**src/rtl/ac_motor_pkg.sv**
```systemverilog
// Shared definitions for the N-phase DDS sine generator: sequencer state
// encoding, default widths and the per-channel phase offset function.
package ac_motor_pkg;

    typedef enum logic [1:0] {
        S_IDLE,
        S_ACC,
        S_SEQ,
        S_FLUSH
    } state_t;

    localparam int DEF_N_PHASE    = 3;
    localparam int DEF_PHASE_W    = 24;
    localparam int DEF_FREQ_W     = 9;
    localparam int DEF_FREQ_SHIFT = 8;
    localparam int DEF_LUT_AW     = 8;
    localparam int DEF_OUT_W      = 12;
    localparam int DEF_AMP_W      = 8;

    // Phase offset of channel k: floor(2^pw * k / n).
    function automatic logic [63:0] phase_offset(input int k, input int n, input int pw);
        return (64'(k) << pw) / 64'(n);
    endfunction

endpackage

```
**src/rtl/ac_motor_sine_lut.sv**
```systemverilog
// Quarter-wave sine magnitude ROM with registered output (one cycle latency).
// Entry i = round((2^(OUT_W-1)-1) * sin(pi/2 * (i+0.5) / 2^LUT_AW)).
module ac_motor_sine_lut #(
    parameter int LUT_AW = 8,
    parameter int OUT_W  = 12
) (
    input  logic              clk,
    input  logic [LUT_AW-1:0] addr,
    output logic [OUT_W-2:0]  mag
);

    localparam int MAG_W = OUT_W - 1;
    localparam int DEPTH = 2 ** LUT_AW;

    function automatic logic [DEPTH*MAG_W-1:0] build_rom();
        logic [DEPTH*MAG_W-1:0] rom;
        real                    full;
        real                    x;
        rom  = '0;
        full = real'((2 ** MAG_W) - 1);
        for (int i = 0; i < DEPTH; i++) begin
            x = full * $sin(1.5707963267948966 * (real'(i) + 0.5) / real'(DEPTH));
            rom[i*MAG_W +: MAG_W] = MAG_W'($rtoi(x + 0.5));
        end
        return rom;
    endfunction

    localparam logic [DEPTH*MAG_W-1:0] ROM = build_rom();

    // NOTE: ROM output register is deliberately not reset; readers qualify it
    // with a reset pipeline valid, so a reset here would only cost area.
    always_ff @(posedge clk) begin
        mag <= ROM[int'(addr)*MAG_W +: MAG_W];
    end

endmodule

```
**src/rtl/ac_motor_sine_gen.sv**
```systemverilog
// N-phase DDS sine reference: phase accumulator stepped per carrier tick,
// time-multiplexed quarter-wave lookups, amplitude scaling, simultaneous update.
// Optional frequency slew limiting is enabled with `AC_MOTOR_SINE_RAMP_EN.
module ac_motor_sine_gen
    import ac_motor_pkg::*;
#(
    parameter int N_PHASE    = DEF_N_PHASE,
    parameter int PHASE_W    = DEF_PHASE_W,
    parameter int FREQ_W     = DEF_FREQ_W,
    parameter int FREQ_SHIFT = DEF_FREQ_SHIFT,
    parameter int LUT_AW     = DEF_LUT_AW,
    parameter int OUT_W      = DEF_OUT_W,
    parameter int AMP_W      = DEF_AMP_W
`ifdef AC_MOTOR_SINE_RAMP_EN
    , parameter int RAMP_STEP = 1
`endif
) (
    input  logic                     clk,
    input  logic                     reset,
    input  logic                     tick,
    input  logic [FREQ_W-1:0]        frequency,
    input  logic                     direction,
    input  logic [AMP_W:0]           amplitude,
    input  logic                     overrun_clr,
    output logic [N_PHASE*OUT_W-1:0] sine,
    output logic                     sine_valid,
    output logic                     busy,
    output logic                     overrun
);

    localparam int CNT_W  = $clog2(N_PHASE + 3);
    localparam int PROD_W = OUT_W + AMP_W + 1;
    localparam int TOP_W  = LUT_AW + 2;
    localparam logic [AMP_W:0]     AMP_UNITY     = (AMP_W + 1)'(1) << AMP_W;
    localparam logic [CNT_W-1:0]   CNT_SEQ_END   = CNT_W'(N_PHASE);
    localparam logic [CNT_W-1:0]   CNT_FLUSH0    = CNT_W'(N_PHASE + 1);
    localparam logic [CNT_W-1:0]   CNT_FLUSH_END = CNT_W'(N_PHASE + 2);

    state_t               state, state_next;
    logic [CNT_W-1:0]     cnt;
    logic                 accept;
    logic [FREQ_W-1:0]    freq_use;
    logic [PHASE_W-1:0]   acc, inc, offset;
    logic [AMP_W:0]       amp_q;
    logic [PHASE_W-1:0]   offs [N_PHASE];

    logic                 issue_v;
    logic [TOP_W-1:0]     p_top;
    logic [LUT_AW-1:0]    lut_addr;
    logic                 v1, neg1;
    logic [CNT_W-1:0]     ch1;
    logic [OUT_W-2:0]     mag;
    logic signed [OUT_W-1:0]  lut_s;
    logic signed [AMP_W+1:0]  amp_s;
    logic signed [PROD_W-1:0] prod;
    logic signed [OUT_W-1:0]  scaled;
    logic [N_PHASE*OUT_W-1:0] work;

    assign accept = (state == S_IDLE) && tick;
    assign busy   = (state != S_IDLE);

    // NOTE: every always_comb output gets a default before any branch, so no
    // path leaves it unassigned and no latch is inferred.
    always_comb begin
        state_next = state;
        case (state)
            S_IDLE:  if (tick) state_next = S_ACC;
            S_ACC:   state_next = S_SEQ;
            S_SEQ:   if (cnt == CNT_SEQ_END) state_next = S_FLUSH;
            S_FLUSH: if (cnt == CNT_FLUSH_END) state_next = S_IDLE;
            default: state_next = S_IDLE;
        endcase
    end

    // NOTE: sequential state uses non-blocking assignments so every register
    // samples the pre-edge values regardless of statement order.
    always_ff @(posedge clk or posedge reset) begin
        if (reset) begin
            state <= S_IDLE;
            cnt   <= '0;
        end else begin
            state <= state_next;
            cnt   <= (state == S_IDLE) ? '0 : cnt + 1'b1;
        end
    end

`ifdef AC_MOTOR_SINE_RAMP_EN
    localparam logic [FREQ_W-1:0] STEP = FREQ_W'(RAMP_STEP);
    logic [FREQ_W-1:0] freq_act;

    always_comb begin
        freq_use = freq_act;
        if (frequency > freq_act)
            freq_use = (frequency - freq_act > STEP) ? freq_act + STEP : frequency;
        else if (frequency < freq_act)
            freq_use = (freq_act - frequency > STEP) ? freq_act - STEP : frequency;
    end

    always_ff @(posedge clk or posedge reset) begin
        if (reset)       freq_act <= '0;
        else if (accept) freq_act <= freq_use;
    end
`else
    assign freq_use = frequency;
`endif

    assign inc = PHASE_W'(freq_use) << FREQ_SHIFT;

    for (genvar k = 0; k < N_PHASE; k++) begin : g_off
        assign offs[k] = PHASE_W'(phase_offset(k, N_PHASE, PHASE_W));
    end

    always_comb begin
        offset = '0;
        for (int k = 0; k < N_PHASE; k++)
            if (cnt == CNT_W'(k)) offset = offs[k];
    end

    // Channel cnt is addressed during ACC and the first N_PHASE-1 SEQ cycles.
    assign issue_v  = ((state == S_ACC) || (state == S_SEQ)) && (cnt < CNT_SEQ_END);
    assign p_top    = TOP_W'((acc + offset) >> (PHASE_W - TOP_W));
    assign lut_addr = p_top[LUT_AW] ? ~p_top[LUT_AW-1:0] : p_top[LUT_AW-1:0];

    ac_motor_sine_lut #(
        .LUT_AW (LUT_AW),
        .OUT_W  (OUT_W)
    ) u_lut (
        .clk  (clk),
        .addr (lut_addr),
        .mag  (mag)
    );

    assign lut_s  = neg1 ? -$signed({1'b0, mag}) : $signed({1'b0, mag});
    assign amp_s  = $signed({1'b0, amp_q});
    assign prod   = PROD_W'(lut_s) * PROD_W'(amp_s);
    assign scaled = OUT_W'(prod >>> AMP_W);

    always_ff @(posedge clk or posedge reset) begin
        if (reset) begin
            acc        <= '0;
            amp_q      <= '0;
            overrun    <= 1'b0;
            v1         <= 1'b0;
            neg1       <= 1'b0;
            ch1        <= '0;
            work       <= '0;
            sine       <= '0;
            sine_valid <= 1'b0;
        end else begin
            if (accept) begin
                acc   <= direction ? acc - inc : acc + inc;
                amp_q <= (amplitude > AMP_UNITY) ? AMP_UNITY : amplitude;
            end
            // A new overrun takes priority over a simultaneous clear.
            if (tick && busy)     overrun <= 1'b1;
            else if (overrun_clr) overrun <= 1'b0;

            v1   <= issue_v;
            neg1 <= p_top[LUT_AW+1];
            ch1  <= cnt;
            if (v1) work[ch1*OUT_W +: OUT_W] <= scaled;

            sine_valid <= 1'b0;
            if ((state == S_FLUSH) && (cnt == CNT_FLUSH0)) begin
                sine       <= work;
                sine_valid <= 1'b1;
            end
        end
    end

endmodule

```
**config.mk**
```make
export PLATFORM = sky130hd
export DESIGN_NAME = ac_motor_sine_gen
export DESIGN_NICKNAME = d
export VERILOG_FILES = /design/src/rtl/ac_motor_pkg.sv /design/src/rtl/ac_motor_sine_lut.sv /design/src/rtl/ac_motor_sine_gen.sv
export SDC_FILE = /design/constraint.sdc
export NUM_CORES = 1
export LEC_CHECK = 0
export CORE_UTILIZATION = 50
export DETAILED_ROUTE_END_ITERATION = 16
export HOLD_SLACK_MARGIN = 0.1
export PLACE_DENSITY = 0.68
export SETUP_SLACK_MARGIN = 0.02
export SYNTH_ARGS = -nofsm -noshare
export SYNTH_HDL_FRONTEND = slang
export SYNTH_SLANG_ARGS = --single-unit
```
**constraint.sdc**
```tcl
create_clock -name clk -period 6.5 [get_ports clk]
set_clock_uncertainty 0.1 [all_clocks]
set_input_delay 1.95 -clock clk [delete_from_list [all_inputs] [get_ports clk]]
set_output_delay 1.95 -clock clk [all_outputs]
set_load 0.02 [all_outputs]
```
==> summary.md <==
| Metric | Value |
|---|---|
| Outcome | `finished, violations left` |
| Failing checks | `negative setup slack` |
| Core box area | `28780 sq um` |
| Vias | `14190` |
| Final routed DRC violation total | `0` |
| FF+latch area | `2952 sq um` |
| Max cap viols | `0` |
| Req. time, crit path | `6700 ps` |
| Worst min-delay path category | `reg -> reg` |
| Inserted Diodes | `0` |
| Area grow syn2layout | `18.81%` |
| Synthesized net count | `1967` |
| Cells after Synth | `1756` |
| Crit path max-delay cell type | `fa_1` |
| Register bit total from synthesis | `120` |
| Area of the multi-input gates | `11240 sq um` |
| Worst Hold Depth | `0` |
| Crit. path cell count | `25` |
| CTS tree | `done` |
| Yosys warning count | `0` |
| CP Max Fanout | `4` |
| Horiz. Die Dim | `173.1 microns` |
| Hold Slack | `353.5 ps` |
| Drt initial violations | `1253` |
| PortBufs | `61` |
| Final min period | `6647 ps` |
| Worst Tran Pin Value | `965.4 ps` |
| Share of cells above drive strength 1 | `0.1786` |
| Vias in the first global route | `14041` |
| Setup violations, final | `17` |
| Clock Tree Buf Depth | `2` |
| Post-CTS Hold Buffers | `0` |
| Proportion of synthesized area in mux cells | `0.04950` |
| DP Worst Slack | `-300.2 ps` |
| Drt pass-1 iters | `5` |
| CTS Buf Count | `17` |
| Synth Area in Adders | `0.2059` |
| Wire length per cell | `21.15 microns` |
| Sequential area share after synthesis | `0.2014` |
| Most used cell, CP | `fa_1` |
| Post-DP Area | `16150 sq um` |
| Syn_area_per_cell | `8.334 sq um` |
| Filler cell count | `2479` |
| Global-route wire length before repair | `76290 microns` |
| Main synth FF type | `dfrtp_1` |
| CP Launch Type | `flop` |
| Final Max Slew Viols | `0` |
| Root Driver | `clkbuf_16` |
| Synth area leaders | `dfrtp_1, fa_1, ha_1` |
| Post-synth EDFFs | `0` |
| Worst r2r path cells | `25` |
| Asr flop ratio synth | `0.9083` |
| H-tree depth | `4` |
| Clock slew at reported path FFs | `70 ps` |
| GRT Util Overall | `0.3170` |
| CP bufs+invs | `5` |
| Routability congestion estimate | `0.9697` |
| Final wirelength | `47440 microns` |
| Dominant cell type by area after synthesis | `dfrtp_1` |
| Hold Vio Cnt, Final | `0` |
| RSZ-0062 raised after global routing | `true` |
| Antenna viol nets, final | `0` |
| Synth Area in Compound Gates | `0.2432` |
| Synth cell types | `95` |
| Cell Rows | `62` |
| Slew headroom | `0.3480` |
| Pin count of the biggest net entering global routing | `49` |
| Final WS setup | `-147.5 ps` |
| CTS Sinks | `120` |
| Post-DR vias/cell | `6.326` |
| Final layout net count | `2057` |
| Post-Syn Area | `14630 sq um` |
| Die Ht | `173.1 microns` |
| Initial antenna violation count | `0` |
| Crit-path max cell delay | `530 ps` |
| Largest family of logic cells by synthesized area | `compound AO/OA/AOI/OAI gates` |
| Total global routing overflow | `0` |
| Die area | `29960 sq um` |
| Total negative slack | `-841.3 ps` |
| Starting Density | `0.5085` |
| CP endpoint kind | `flop` |
| Post-route cell area | `17390 sq um` |
| Dpl hpwl | `34390 microns` |
| Fmax | `0.1504 GHz` |
| Worst-skew pair later-pin latency | `430 ps` |
| Crit path DAT | `6850 ps` |
| Final worst-path cycle share | `1.023` |
| Post-synthesis xor/xnor area fraction | `0.05215` |
| Kind of critical path | `reg -> reg` |
| Crit path max-delay family | `adder cells` |
| Top cell type's share of synthesized area | `0.1864` |
| Simple-gate portion of the synthesized area | `0.1766` |
| I/O pin cnt | `62` |
-- cell type report --
class | count | area share
clock buffers | 17 | 0.02447
clock inverters | 15 | 0.008923
inverters | 164 | 0.03555
multi-input cells | 1364 | 0.6467
flip-flops and latches | 120 | 0.1698
well taps | 384 | 0.02763
repair buffers | 179 | 0.08693
-- kinds of logic (layout without fill, tap and decap cells) --
kind of cell             Yosys count  count (layout)
adder cells (fa/ha/maj)          188             188
AO/OA/AOI/OAI                    504             504
multiplexers                      65              65
flip-flops                       120             120
XOR/XNOR                          75              75
buffers and inverters            272             375
AND/OR/NAND/NOR                  532             532
-- metrics by stage --
step	instances	utilization
CTS	2232	0.5882
floorplan	1756	-
global placement	2192	0.5612
global route	2243	0.6041
detailed placement	2192	0.5612
finish	2243	0.6041
-- placed cells by master (no fill, tap or decap), types with 11 or more instances in the layout --
cell / netlist / final
a2111oi_0: 11 / 11
a211oi_1: 26 / 24
a21o_1: 14 / 14
a21oi_1: 80 / 74
a221oi_1: 12 / 12
a31oi_1: 15 / 15
and2_1: 56 / 56
and3_1: 14 / 14
buf_4: 0 / 114
clkbuf_16: 0 / 17
clkdlybuf4s50_1: 0 / 61
dfrtp_1: 109 / 109
fa_1: 88 / 88
ha_1: 100 / 94
inv_1: 161 / 154
mux2_2: 59 / 50
nand2_1: 184 / 176
nand2b_1: 21 / 21
nand3_1: 32 / 30
nor2_1: 101 / 98
nor3_1: 41 / 38
nor4_1: 18 / 15
o2111ai_1: 12 / 12
o211ai_1: 22 / 22
o21a_1: 15 / 15
o21ai_0: 102 / 89
o21bai_1: 12 / 11
o221ai_1: 20 / 11
o22ai_1: 27 / 23
o31ai_1: 13 / 12
or3_1: 13 / 13
xnor2_1: 56 / 44
xnor2_2: 3 / 13
-- sequential cells by signal, indices dropped and copies added, names as in the netlist --
signal	cells
state	2
v1	1
sine	36
cnt	3
neg1	1
amp_q	9
work	36
overrun	1
u_lut.mag	11
acc	16
sine_valid	1
ch1	3
-- per-layer routing --
layer / global-route usage / routed length, microns / vias up
met2: 0.5205 / 22440 / 648
met1: 0.4124 / 19800 / 6888
met5: 0 / 0 / -
met3: 0.05057 / 3232 / 154
met4: 0.1401 / 1965 / 0
li1: - / - / 6500
-- path summary, 6_finish.rpt --
kind                                       from                    to  slack, ps
setup / recovery           u_lut.mag[5]$_DFF_P_  work[18]$_DFFE_PP0P_       -150
hold / removal                 cnt[1]$_DFF_PP0_      ch1[1]$_DFF_PP0_        350
setup reg to reg           u_lut.mag[5]$_DFF_P_  work[18]$_DFFE_PP0P_       -150
hold reg to reg                cnt[1]$_DFF_PP0_      ch1[1]$_DFF_PP0_        350
max in group asynchronous                 reset   sine[2]$_DFFE_PP0P_       3480
min in group asynchronous                 reset   acc[10]$_DFFE_PP0P_       1820
-- what timing repair did --
action                     4_1_cts  5_1_grt
resized for setup               32       84
pin swaps                       34       46
setup endpoints to repair       29       34
setup buffers                    8       11
-- cell usage after synthesis (all sizes together), types with 15 or more instances --
library cell    n
a31oi          16
ha            100
inv           163
o22ai          27
a211oi         27
clkbuf         81
nand3          32
o211ai         23
and2           57
nor3           42
xnor2          59
buf            27
fa             88
o221ai         20
nand2b         22
nand2         184
dfrtp         109
o21a           15
o21ai         105
nor4           18
mux2           59
nor2          103
a21oi          82
Power is not shown: default switching activity piles up to over one toggle a cycle in this logic, so the estimate is an artifact.
